File: config.mk
export PLATFORM = sky130hd
export DESIGN_NAME = snake_ctrl_master_flat
export DESIGN_NICKNAME = d
export VERILOG_FILES = /design/src/rtl/snake_ctrl_master_if.sv /design/src/rtl/snake_ctrl_master.sv /design/src/flat_wrapper.sv
export SDC_FILE = /design/constraint.sdc
export NUM_CORES = 1
export LEC_CHECK = 0
export CORE_ASPECT_RATIO = 1.75
export CORE_MARGIN = 2
export CORE_UTILIZATION = 50
export CTS_CLUSTER_DIAMETER = 100
export DETAILED_ROUTE_END_ITERATION = 6
export MAX_ROUTING_LAYER = met4
export PLACE_DENSITY = 0.77
export SYNTH_ARGS = -nofsm -noshare
export SYNTH_HDL_FRONTEND = slang
export SYNTH_SLANG_ARGS = --single-unit
File: constraint.sdc
create_clock -name clk -period 3.5 [get_ports clk]
set_clock_uncertainty 0.05 [all_clocks]
set_input_delay 0.7 -clock clk [delete_from_list [all_inputs] [get_ports clk]]
set_output_delay 0.7 -clock clk [all_outputs]
set_load 0.03 [all_outputs]
File: src/rtl/snake_ctrl_master_if.sv
`default_nettype none
// ============================================================================
//  Module   : snake_ctrl_master_if
//  Purpose  : Avalon-MM write bus between the snake controller and the
//             VGA snake display register file.
//  Revision : 1.0 - initial release
// ============================================================================
interface snake_ctrl_master_if;
    logic        chipselect;
    logic        write;
    logic [2:0]  address;
    logic [15:0] writedata;
    logic        waitrequest;

    modport master (
        output chipselect,
        output write,
        output address,
        output writedata,
        input  waitrequest
    );

    modport slave (
        input  chipselect,
        input  write,
        input  address,
        input  writedata,
        output waitrequest
    );
endinterface
`default_nettype wire

File: src/rtl/snake_ctrl_master.sv
`default_nettype none
// ============================================================================
//  Module   : snake_ctrl_master
//  Purpose  : Snake game controller; advances the head every FRAMES_PER_STEP
//             VSYNC frames and pushes length/x/y to the display over Avalon-MM.
//  Revision : 1.0 - initial release
// ============================================================================
module snake_ctrl_master #(
    parameter int FRAMES_PER_STEP = 4,
    parameter int GRID_W          = 106,
    parameter int GRID_H          = 80,
    parameter int MAX_LEN         = 6,
    parameter int INIT_X          = 50,
    parameter int INIT_Y          = 40,
    parameter int INIT_LEN        = 2
) (
    input  logic                       clk,
    input  logic                       reset_n,
    input  logic                       vga_vs_n,
    input  logic                       dir_valid,
    input  logic [1:0]                 dir,
    input  logic                       grow,
    input  logic                       restart,
    snake_ctrl_master_if.master        bus,
    output logic [15:0]                head_x,
    output logic [15:0]                head_y,
    output logic [15:0]                length,
    output logic                       game_over,
    output logic                       overrun
);

    localparam logic [2:0] c_S_INIT   = 3'd0;
    localparam logic [2:0] c_S_IDLE   = 3'd1;
    localparam logic [2:0] c_S_STEP   = 3'd2;
    localparam logic [2:0] c_S_WR_LEN = 3'd3;
    localparam logic [2:0] c_S_WR_X   = 3'd4;
    localparam logic [2:0] c_S_WR_Y   = 3'd5;
    localparam logic [2:0] c_S_DEAD   = 3'd6;

    localparam logic [1:0] c_UP    = 2'd0;
    localparam logic [1:0] c_RIGHT = 2'd1;
    localparam logic [1:0] c_DOWN  = 2'd2;

    localparam logic [2:0]  c_ADDR_X    = 3'd0;
    localparam logic [2:0]  c_ADDR_Y    = 3'd1;
    localparam logic [2:0]  c_ADDR_LEN  = 3'd2;

    localparam logic [7:0]  c_LAST_FRAME = 8'(FRAMES_PER_STEP - 1);
    localparam logic [15:0] c_X_MAX      = 16'(GRID_W - 1);
    localparam logic [15:0] c_Y_MAX      = 16'(GRID_H - 1);
    localparam logic [15:0] c_MAX_LEN    = 16'(MAX_LEN);
    localparam logic [15:0] c_INIT_X     = 16'(INIT_X);
    localparam logic [15:0] c_INIT_Y     = 16'(INIT_Y);
    localparam logic [15:0] c_INIT_LEN   = 16'(INIT_LEN);

    logic        r_vs_meta;
    logic        r_vs_sync;
    logic        r_vs_prev;
    logic        w_tick;

    logic [2:0]  r_state;
    logic [2:0]  w_state_next;

    logic [7:0]  r_frame_cnt;
    logic        r_step_pending;
    logic        r_grow_pending;
    logic        r_overrun;
    logic [1:0]  r_heading;

    logic [15:0] r_head_x;
    logic [15:0] r_head_y;
    logic [15:0] r_length;

    logic        r_cs;
    logic [2:0]  r_addr;
    logic [15:0] r_wdata;

    logic [15:0] w_cand_x;
    logic [15:0] w_cand_y;
    logic        w_out_of_range;
    logic [15:0] w_len_inc;
    logic        w_step_ok;
    logic        w_restart_go;
    logic [15:0] w_hx_next;
    logic [15:0] w_hy_next;
    logic [15:0] w_len_next;

    // VSYNC crossing; idle level is high so reset never fakes an edge.
    always_ff @(posedge clk or negedge reset_n) begin
        if (!reset_n) begin
            r_vs_meta <= 1'b1;
            r_vs_sync <= 1'b1;
            r_vs_prev <= 1'b1;
        end else begin
            r_vs_meta <= vga_vs_n;
            r_vs_sync <= r_vs_meta;
            r_vs_prev <= r_vs_sync;
        end
    end

    assign w_tick = r_vs_prev & ~r_vs_sync;

    // Candidate head position; bounds are checked before any arithmetic wraps.
    always_comb begin
        w_cand_x       = r_head_x;
        w_cand_y       = r_head_y;
        w_out_of_range = 1'b0;
        case (r_heading)
            c_UP: begin
                w_out_of_range = (r_head_y == 16'd0);
                w_cand_y       = r_head_y - 16'd1;
            end
            c_RIGHT: begin
                w_out_of_range = (r_head_x >= c_X_MAX);
                w_cand_x       = r_head_x + 16'd1;
            end
            c_DOWN: begin
                w_out_of_range = (r_head_y >= c_Y_MAX);
                w_cand_y       = r_head_y + 16'd1;
            end
            default: begin
                w_out_of_range = (r_head_x == 16'd0);
                w_cand_x       = r_head_x - 16'd1;
            end
        endcase
    end

    assign w_len_inc    = (r_length < c_MAX_LEN) ? (r_length + 16'd1) : r_length;
    assign w_step_ok    = (r_state == c_S_STEP) && !w_out_of_range;
    assign w_restart_go = (r_state == c_S_DEAD) && restart;

    always_comb begin
        w_hx_next  = r_head_x;
        w_hy_next  = r_head_y;
        w_len_next = r_length;
        if (w_restart_go) begin
            w_hx_next  = c_INIT_X;
            w_hy_next  = c_INIT_Y;
            w_len_next = c_INIT_LEN;
        end else if (w_step_ok) begin
            w_hx_next  = w_cand_x;
            w_hy_next  = w_cand_y;
            w_len_next = r_grow_pending ? w_len_inc : r_length;
        end
    end

    always_ff @(posedge clk or negedge reset_n) begin
        if (!reset_n) begin
            r_state <= c_S_INIT;
        end else begin
            r_state <= w_state_next;
        end
    end

    always_comb begin
        w_state_next = r_state;
        case (r_state)
            c_S_INIT:   w_state_next = c_S_WR_LEN;
            c_S_IDLE:   if (r_step_pending) w_state_next = c_S_STEP;
            c_S_STEP:   w_state_next = w_out_of_range ? c_S_DEAD : c_S_WR_LEN;
            c_S_WR_LEN: if (!bus.waitrequest) w_state_next = c_S_WR_X;
            c_S_WR_X:   if (!bus.waitrequest) w_state_next = c_S_WR_Y;
            c_S_WR_Y:   if (!bus.waitrequest) w_state_next = c_S_IDLE;
            c_S_DEAD:   if (restart) w_state_next = c_S_INIT;
            default:    w_state_next = c_S_INIT;
        endcase
    end

    // Frame pacing: one pending step at most, a second wrap flags overrun.
    always_ff @(posedge clk or negedge reset_n) begin
        if (!reset_n) begin
            r_frame_cnt    <= 8'd0;
            r_step_pending <= 1'b0;
            r_overrun      <= 1'b0;
        end else if (r_state == c_S_DEAD) begin
            r_step_pending <= 1'b0;
            if (restart) begin
                r_frame_cnt <= 8'd0;
                r_overrun   <= 1'b0;
            end
        end else begin
            if (r_state == c_S_STEP) begin
                r_step_pending <= 1'b0;
            end
            if (w_tick) begin
                if (r_frame_cnt == c_LAST_FRAME) begin
                    r_frame_cnt <= 8'd0;
                    if (r_step_pending && (r_state != c_S_STEP)) begin
                        r_overrun <= 1'b1;
                    end else begin
                        r_step_pending <= 1'b1;
                    end
                end else begin
                    r_frame_cnt <= r_frame_cnt + 8'd1;
                end
            end
        end
    end

    always_ff @(posedge clk or negedge reset_n) begin
        if (!reset_n) begin
            r_heading      <= c_RIGHT;
            r_grow_pending <= 1'b0;
        end else begin
            if (w_restart_go) begin
                r_heading <= c_RIGHT;
            end else if (dir_valid && (dir != (r_heading ^ 2'b10))) begin
                r_heading <= dir;
            end

            if (w_restart_go) begin
                r_grow_pending <= 1'b0;
            end else if (grow) begin
                r_grow_pending <= 1'b1;
            end else if (w_step_ok) begin
                r_grow_pending <= 1'b0;
            end
        end
    end

    always_ff @(posedge clk or negedge reset_n) begin
        if (!reset_n) begin
            r_head_x <= c_INIT_X;
            r_head_y <= c_INIT_Y;
            r_length <= c_INIT_LEN;
        end else begin
            r_head_x <= w_hx_next;
            r_head_y <= w_hy_next;
            r_length <= w_len_next;
        end
    end

    // Bus outputs are loaded from the state being entered, so they hold
    // steady for as long as waitrequest keeps the FSM in a write state.
    always_ff @(posedge clk or negedge reset_n) begin
        if (!reset_n) begin
            r_cs    <= 1'b0;
            r_addr  <= 3'd0;
            r_wdata <= 16'd0;
        end else begin
            case (w_state_next)
                c_S_WR_LEN: begin
                    r_cs    <= 1'b1;
                    r_addr  <= c_ADDR_LEN;
                    r_wdata <= w_len_next;
                end
                c_S_WR_X: begin
                    r_cs    <= 1'b1;
                    r_addr  <= c_ADDR_X;
                    r_wdata <= w_hx_next;
                end
                c_S_WR_Y: begin
                    r_cs    <= 1'b1;
                    r_addr  <= c_ADDR_Y;
                    r_wdata <= w_hy_next;
                end
                default: begin
                    r_cs    <= 1'b0;
                    r_addr  <= 3'd0;
                    r_wdata <= 16'd0;
                end
            endcase
        end
    end

    assign bus.chipselect = r_cs;
    assign bus.write      = r_cs;
    assign bus.address    = r_addr;
    assign bus.writedata  = r_wdata;

    assign head_x    = r_head_x;
    assign head_y    = r_head_y;
    assign length    = r_length;
    assign game_over = (r_state == c_S_DEAD);
    assign overrun   = r_overrun;

endmodule
`default_nettype wire

File: src/flat_wrapper.sv
// flat-port wrapper written by rule: the top's interface ports become plain ports
module snake_ctrl_master_flat 
#(
    parameter int FRAMES_PER_STEP = 4,
    parameter int GRID_W          = 106,
    parameter int GRID_H          = 80,
    parameter int MAX_LEN         = 6,
    parameter int INIT_X          = 50,
    parameter int INIT_Y          = 40,
    parameter int INIT_LEN        = 2
)
  (clk, reset_n, vga_vs_n, dir_valid, dir, grow, restart, head_x, head_y, length, game_over, overrun, bus_chipselect, bus_write, bus_address, bus_writedata, bus_waitrequest);
  snake_ctrl_master_if bus_i ();
  input  logic clk;
  input  logic reset_n;
  input  logic vga_vs_n;
  input  logic dir_valid;
  input  logic [1:0] dir;
  input  logic grow;
  input  logic restart;
  output logic [15:0] head_x;
  output logic [15:0] head_y;
  output logic [15:0] length;
  output logic game_over;
  output logic overrun;
  output wire logic [$bits(bus_i.chipselect)-1:0] bus_chipselect;
  output wire logic [$bits(bus_i.write)-1:0] bus_write;
  output wire logic [$bits(bus_i.address)-1:0] bus_address;
  output wire logic [$bits(bus_i.writedata)-1:0] bus_writedata;
  input wire logic [$bits(bus_i.waitrequest)-1:0] bus_waitrequest;
  assign bus_chipselect = bus_i.chipselect;
  assign bus_write = bus_i.write;
  assign bus_address = bus_i.address;
  assign bus_writedata = bus_i.writedata;
  assign bus_i.waitrequest = bus_waitrequest;
  snake_ctrl_master #(.FRAMES_PER_STEP(FRAMES_PER_STEP), .GRID_W(GRID_W), .GRID_H(GRID_H), .MAX_LEN(MAX_LEN), .INIT_X(INIT_X), .INIT_Y(INIT_Y), .INIT_LEN(INIT_LEN)) u_core (.clk(clk), .reset_n(reset_n), .vga_vs_n(vga_vs_n), .dir_valid(dir_valid), .dir(dir), .grow(grow), .restart(restart), .bus(bus_i), .head_x(head_x), .head_y(head_y), .length(length), .game_over(game_over), .overrun(overrun));
endmodule
# Yosys cells after proc, flatten, opt, wreduce, memory -nomap -nowiden
# Cells that the tools add are included.
[word_totals] register_bits=86 word_cells=100
[op_classes] addsub=6 magnitude_cmp=3 eq_ne=15 mux=40 bitwise_logic=3 reduce_logical=18
[ops] operator="two-way mux 16 bit" n=8
[ops] operator="case mux 16 bit (2 select lines)" n=2
[ops] operator="adder 16 x 1 -> 16 bit, second input constant" n=3
[ops] operator="case mux 16 bit (3 select lines)" n=1
[ops] operator=">= comparator 16 x 7 -> 1 bit, second input constant" n=2
[ops] operator="logical NOT 16 bit" n=2
[ops] operator="two-way mux 8 bit" n=4
[ops] operator="subtractor 16 x 1 -> 16 bit, second input constant" n=2
[ops] operator="case mux 3 bit (7 select lines)" n=1
[ops] operator="two-way mux 3 bit" n=6
[ops] operator="less-than comparator 16 x 3 -> 1 bit, second input constant" n=1
[ops] operator="equality test 3 bit, second input constant" n=5
[ops] operator="two-way mux 1 bit" n=14
[ops] operator="equality test 3 x 2 -> 1 bit, second input constant" n=3
[ops] operator="adder 8 x 1 -> 8 bit, second input constant" n=1
[ops] operator="equality test 8 x 2 -> 1 bit, second input constant" n=1
[ops] operator="nonzero test 2 bit" n=4
[ops] operator="logical AND 1 bit" n=4
[ops] operator="two-way mux 2 bit" n=2
[ops] operator="case mux 2 bit (2 select lines)" n=1
[ops] operator="AND reduction 4 bit" n=1
[ops] operator="equality test 3 x 1 -> 1 bit, second input constant" n=1
[ops] operator="logical NOT 3 bit" n=1
[ops] operator="inequality test 3 x 2 -> 1 bit, second input constant" n=1
[ops] operator="other kinds (13)" n=14

# Longest topological paths before layout
[logic_depth] depth_word=7 ltp_mapped=12 ltp_nobuf=11

# Worst setup path before layout
# No wires, ideal clock.
[synth_path] path_type="register -> register" start="reg u_core.r_heading[0]" end="reg u_core.r_head_x[14], in the netlist u_core.head_x[14]" setup_ps=131 arrival_ps=3050 setup_slack_ps=269 path_stages_with_launch=11 cell_sequence="dfstp_2 buf_2 nand2b_1 fa_1 a21o_1 a221o_1 a211oi_1 o31ai_1 a21o_1 and4_1 or3_1"
[synth_between] elab_chain_len=6
[synth_rtl] item="from (decl)" line="snake_ctrl_master.sv:68" rtl="logic [1:0] r_heading;"
[synth_rtl] item="from (signal assigned)" line="snake_ctrl_master.sv:202" rtl="r_heading <= c_RIGHT;"
[synth_rtl] item="from (signal assigned)" line="snake_ctrl_master.sv:206" rtl="r_heading <= c_RIGHT;"
[synth_rtl] item="from (signal assigned)" line="snake_ctrl_master.sv:208" rtl="r_heading <= dir;"
[synth_rtl] item="equality test 2 bit (tied with other cells)" line="snake_ctrl_master.sv:108" rtl="case (r_heading)"
[synth_rtl] item="case mux 1 bit (3 select lines)" line="snake_ctrl_master.sv:108"
[synth_rtl] item="logical NOT 1 bit" line="snake_ctrl_master.sv:129" rtl="assign w_step_ok = (r_state == c_S_STEP) && !w_out_of_range;"
[synth_rtl] item="logical AND 1 bit" line="snake_ctrl_master.sv:129"
[synth_rtl] item="two-way mux 16 bit *" line="snake_ctrl_master.sv:140" rtl="end else if (w_step_ok) begin"
[synth_rtl] item="two-way mux 16 bit *" line="snake_ctrl_master.sv:136" rtl="if (w_restart_go) begin"
[synth_rtl] item="via u_core.w_hx_next[14]" line="snake_ctrl_master.sv:84" rtl="logic [15:0] w_hx_next;"
[synth_rtl] item="to (signal assigned)" line="snake_ctrl_master.sv:223" rtl="r_head_x <= c_INIT_X;"
[synth_rtl] item="to (signal assigned)" line="snake_ctrl_master.sv:227" rtl="r_head_x <= w_hx_next;"
[synth_rtl] item="to (decl)" line="snake_ctrl_master.sv:70" rtl="logic [15:0] r_head_x;"
# Mark *: on every way through the listed nets, which the timed path passes. The rest lies on a longest branch.
# A chain may end at the register's enable or synchronous reset.

# Worst setup path after layout
# Same ends and word-level chain as after synthesis.

==> reports/qor.txt <==
Worst VDD drop: 0.000691 V
Cell Area, Synth: 0.00499 mm²
antenna violations before repair: 0
crit path from: u_core.r_heading[0]$_DFFE_PN1P_
Reg power frac: 26.1%
Hold-fix buffers, CTS: 0
DIE WIDTH: 79.5 µm
synthesis-stage register bit count: 86
dpl hpwl: 10.4 mm
via count: 4410
post-synthesis xor/xnor area fraction: 5.79%
fin crit share: 96.9%
Cell variety after synth: 67
placed cell count: 713
Ant. Diodes: 0
IO buf count: 78
global-route wire length before repair: 22.4 mm
Sw Pwr: 0.00307 W
Internal: 0.00363 W
largest net degree at the start of global routing: 87
setup bufs post-CTS: 0
TritonCTS sink count: 86
Slew @ Worst Pin: 1.13 ns
Clock Path Buffers: 2
Synth Net Count: 557
Pwr Density: 1070 mW/mm²
run status: finished clean
Hold Slack: 0.305 ns
total grt overflow: 0
Final Hold Viols: 0
Mapped Cells: 516
layout cell share with drive strength beyond 1: 8.61%
syn avg cell area: 9.67 µm²
Simple-Gate Fraction of Synth Area: 18.5%
I/O pins: 80
family with the most delay on the worst path: compound AO/OA/AOI/OAI gates
row cnt: 48
Routed wire per std cell: 19.2 µm
switch share: 45.8%
total routed wirelength: 14.0 mm
mux contribution to synthesized area: 2.81%
crit path launch type: flop
kind of critical path: flop to flop
TritonCTS Buffers: 9
worst-path cell chain: nand2b_1 -> fa_1 -> a21o_1 -> a221o_1 -> a211oi_2 -> o31ai_1 -> a21o_1 -> and4_1 -> or3_1
crit end category: flop
number of global-route vias before repair: 4347
R2R Path Start: u_core.r_heading[0]$_DFFE_PN1P_
crit path max fanout: 10
Logic pwr share: 59.2%
most used cell along the critical path: a21o_1
area grow syn2layout: 25.5%
RD Place Congestion: 0.868
Hold Crit Start: u_core.r_vs_meta$_DFF_PN1_
worst path bufs/invs: 0
CTS clock-pin slew for the worst setup and hold paths: 0.06 ns
crit path DAT: 3.56 ns
Die Y: 136 µm
count of final setup violators: 0
DRT Pass-1 Iters: 5
setup tns final: 0 ns
number of synthesized flops with an enable pin: 0
GRT Overall Usage: 27.8%
RSZ-0062 raised after global routing: false
Syn. warnings: 0
Clock Power Share: 14.7%
Slew headroom: 24.3%
sequential area share after synthesis: 43.4%
leakage power: 2.79 nW
CTS tree: done
Fmax achieved: 295 MHz
adder-cell share of the synthesized area: 8.32%
Crit path required time: 3.67 ns
critical path's largest stage delay: 0.65 ns
main combinational cell family by area after synthesis: simple AND/OR/NAND/NOR gates
Final Non-Filler Cells: 729
Final ANT Viol Nets: 0
Max-cap violations: 0
CTS root buf: clkbuf_16
vias per cell: 6.05
min Tclk post-route: 3.39 ns
hold crit path type: flop to flop
CTS H-Tree Depth: 3
complex-gate fraction of the synthesized area: 18.3%
drt drc: 0
top_reg_cell synth: dfrtp_1
core area: 0.00979 mm²
Slew Limit Fails: 0
Initial DRC Count: 300
Async SR Flop Fraction: 100%
die area: 0.0108 mm²
worst-skew pair later-pin latency: 0.34 ns
Layout Nets: 640
crit path max-delay cell type: dfstp_2
Initial Util: 51.0%
-- kinds of logic after synthesis --
family | count (synthesis)
AND/OR/NAND/NOR | 183
XOR/XNOR | 33
buffers and inverters | 32
flip-flops | 86
adder cells (fa/ha/maj) | 32
AO/OA/AOI/OAI | 135
multiplexers | 14
other | 1
-- worst paths after layout --
check	to	slack (ns)	cells past startpoint
max	u_core.head_x[14]$_DFF_PN0_	0.11	9
min in group asynchronous	u_core.head_y[6]$_DFF_PN0_	0.48	1
min reg2reg	u_core.r_vs_sync$_DFF_PN1_	0.31	0
min	u_core.r_vs_sync$_DFF_PN1_	0.31	0
max in group asynchronous	u_core.head_x[10]$_DFF_PN0_	2.21	1
max reg2reg	u_core.head_x[14]$_DFF_PN0_	0.11	9
-- per-layer routing --
layer	wire [µm]	track usage, %	vias to the layer above	part of all wire, %
met2	7450	47.2	177	53
met3	728	3.65	36	5.2
met5	0	-	-	0
met1	5270	31.6	2170	38
met4	520	14.3	0	3.7
li1	-	-	2027	-
-- synthesized netlist by cell type, types with 3 or more instances --
| master | n | area [µm²] |
|---|---|---|
| o21bai_1 | 3 | 22.5 |
| or3_1 | 4 | 25.0 |
| and3_1 | 5 | 31.3 |
| nand3_1 | 9 | 45.0 |
| xor2_1 | 12 | 105 |
| nand2_1 | 48 | 180 |
| ha_1 | 30 | 375 |
| nor2b_1 | 19 | 119 |
| xnor2_1 | 21 | 184 |
| buf_2 | 5 | 25.0 |
| a211oi_1 | 6 | 45.0 |
| a21o_1 | 13 | 97.6 |
| mux2i_1 | 14 | 140 |
| a21oi_1 | 35 | 175 |
| and2_1 | 4 | 25.0 |
| nor4b_1 | 4 | 35.0 |
| nand4b_1 | 3 | 26.3 |
| clkbuf_1 | 10 | 37.5 |
| nor3_1 | 5 | 25.0 |
| inv_1 | 12 | 45.0 |
| nor4_1 | 4 | 25.0 |
| a221o_1 | 7 | 70.1 |
| nand2b_1 | 11 | 68.8 |
| dfrtp_1 | 76 | 1900 |
| dfstp_2 | 10 | 263 |
| o211ai_1 | 3 | 22.5 |
| a31oi_1 | 4 | 25.0 |
| o21ai_0 | 26 | 130 |
| nor2_1 | 52 | 195 |
| o31ai_1 | 5 | 37.5 |
| a22oi_1 | 5 | 37.5 |
| o21a_1 | 3 | 22.5 |
-- layout by cell type (no fill, tap or decap), drive strengths merged, types with 10 or more instances in the layout --
master | synthesis | final
nor2b | 19 | 19
nand2 | 50 | 50
xnor2 | 21 | 21
a21o | 13 | 13
dfrtp | 76 | 76
xor2 | 12 | 12
dfstp | 10 | 10
ha | 30 | 30
inv | 12 | 12
nor2 | 52 | 52
buf | 9 | 14
nand2b | 11 | 11
clkdlybuf4s50 | 0 | 77
clkbuf | 10 | 11
nand3 | 10 | 10
mux2i | 14 | 14
a21oi | 36 | 36
o21ai | 27 | 27
-- power groups by stage --
stage                     combinational [W]  clock, W  sequential, W
final                               0.00397  0.000987        0.00174
after global routing                0.00429   0.00103        0.00179
after CTS                           0.00395  0.000996        0.00174
after detailed placement            0.00390         0        0.00175
after global placement              0.00384         0        0.00175
after floorplan                     0.00220         0        0.00217
-- flip-flops by register name, summed over array words and instances (netlist names), 2 cells and up --
signal and count:
u_core.length 16, u_core.r_state 3, u_core.head_x 16, u_core.bus.writedata 16, u_core.r_heading 2, u_core.head_y 16
u_core.r_frame_cnt 8, u_core.bus.address 2
-- layout make-up --
cell class / instances / area, µm²
well taps: 125 / 156
multi-input cells: 398 / 2700
flip-flops and latches: 86 / 2160
clock inverters: 5 / 57.6
clock buffers: 11 / 253
fillers: 786 / 3520
inverters: 13 / 48.8
repair buffers: 91 / 888
-- what timing repair did --
action                                  4_1_cts  5_1_grt
cloned                                        0        0
endpoints found under the hold margin         0        0
gates resized for setup                       1        2
endpoints found under the setup margin        1        2
-- per-stage QoR --
step | instance area (µm²) | setup slack, ns | total power [W] | utilization [%]
floorplan | 4990 | 0.269 | 0.00437 | -
global placement | 5940 | 0.0363 | 0.00558 | 60.7
detailed placement | 5940 | 0.0217 | 0.00565 | 60.7
CTS | 6260 | 0.0377 | 0.00668 | 63.9
global route | 6260 | 0.0141 | 0.00711 | 64.0
finish | 6260 | 0.110 | 0.00670 | 64.0
No activity file was read; power rests on OpenSTA's default activity.
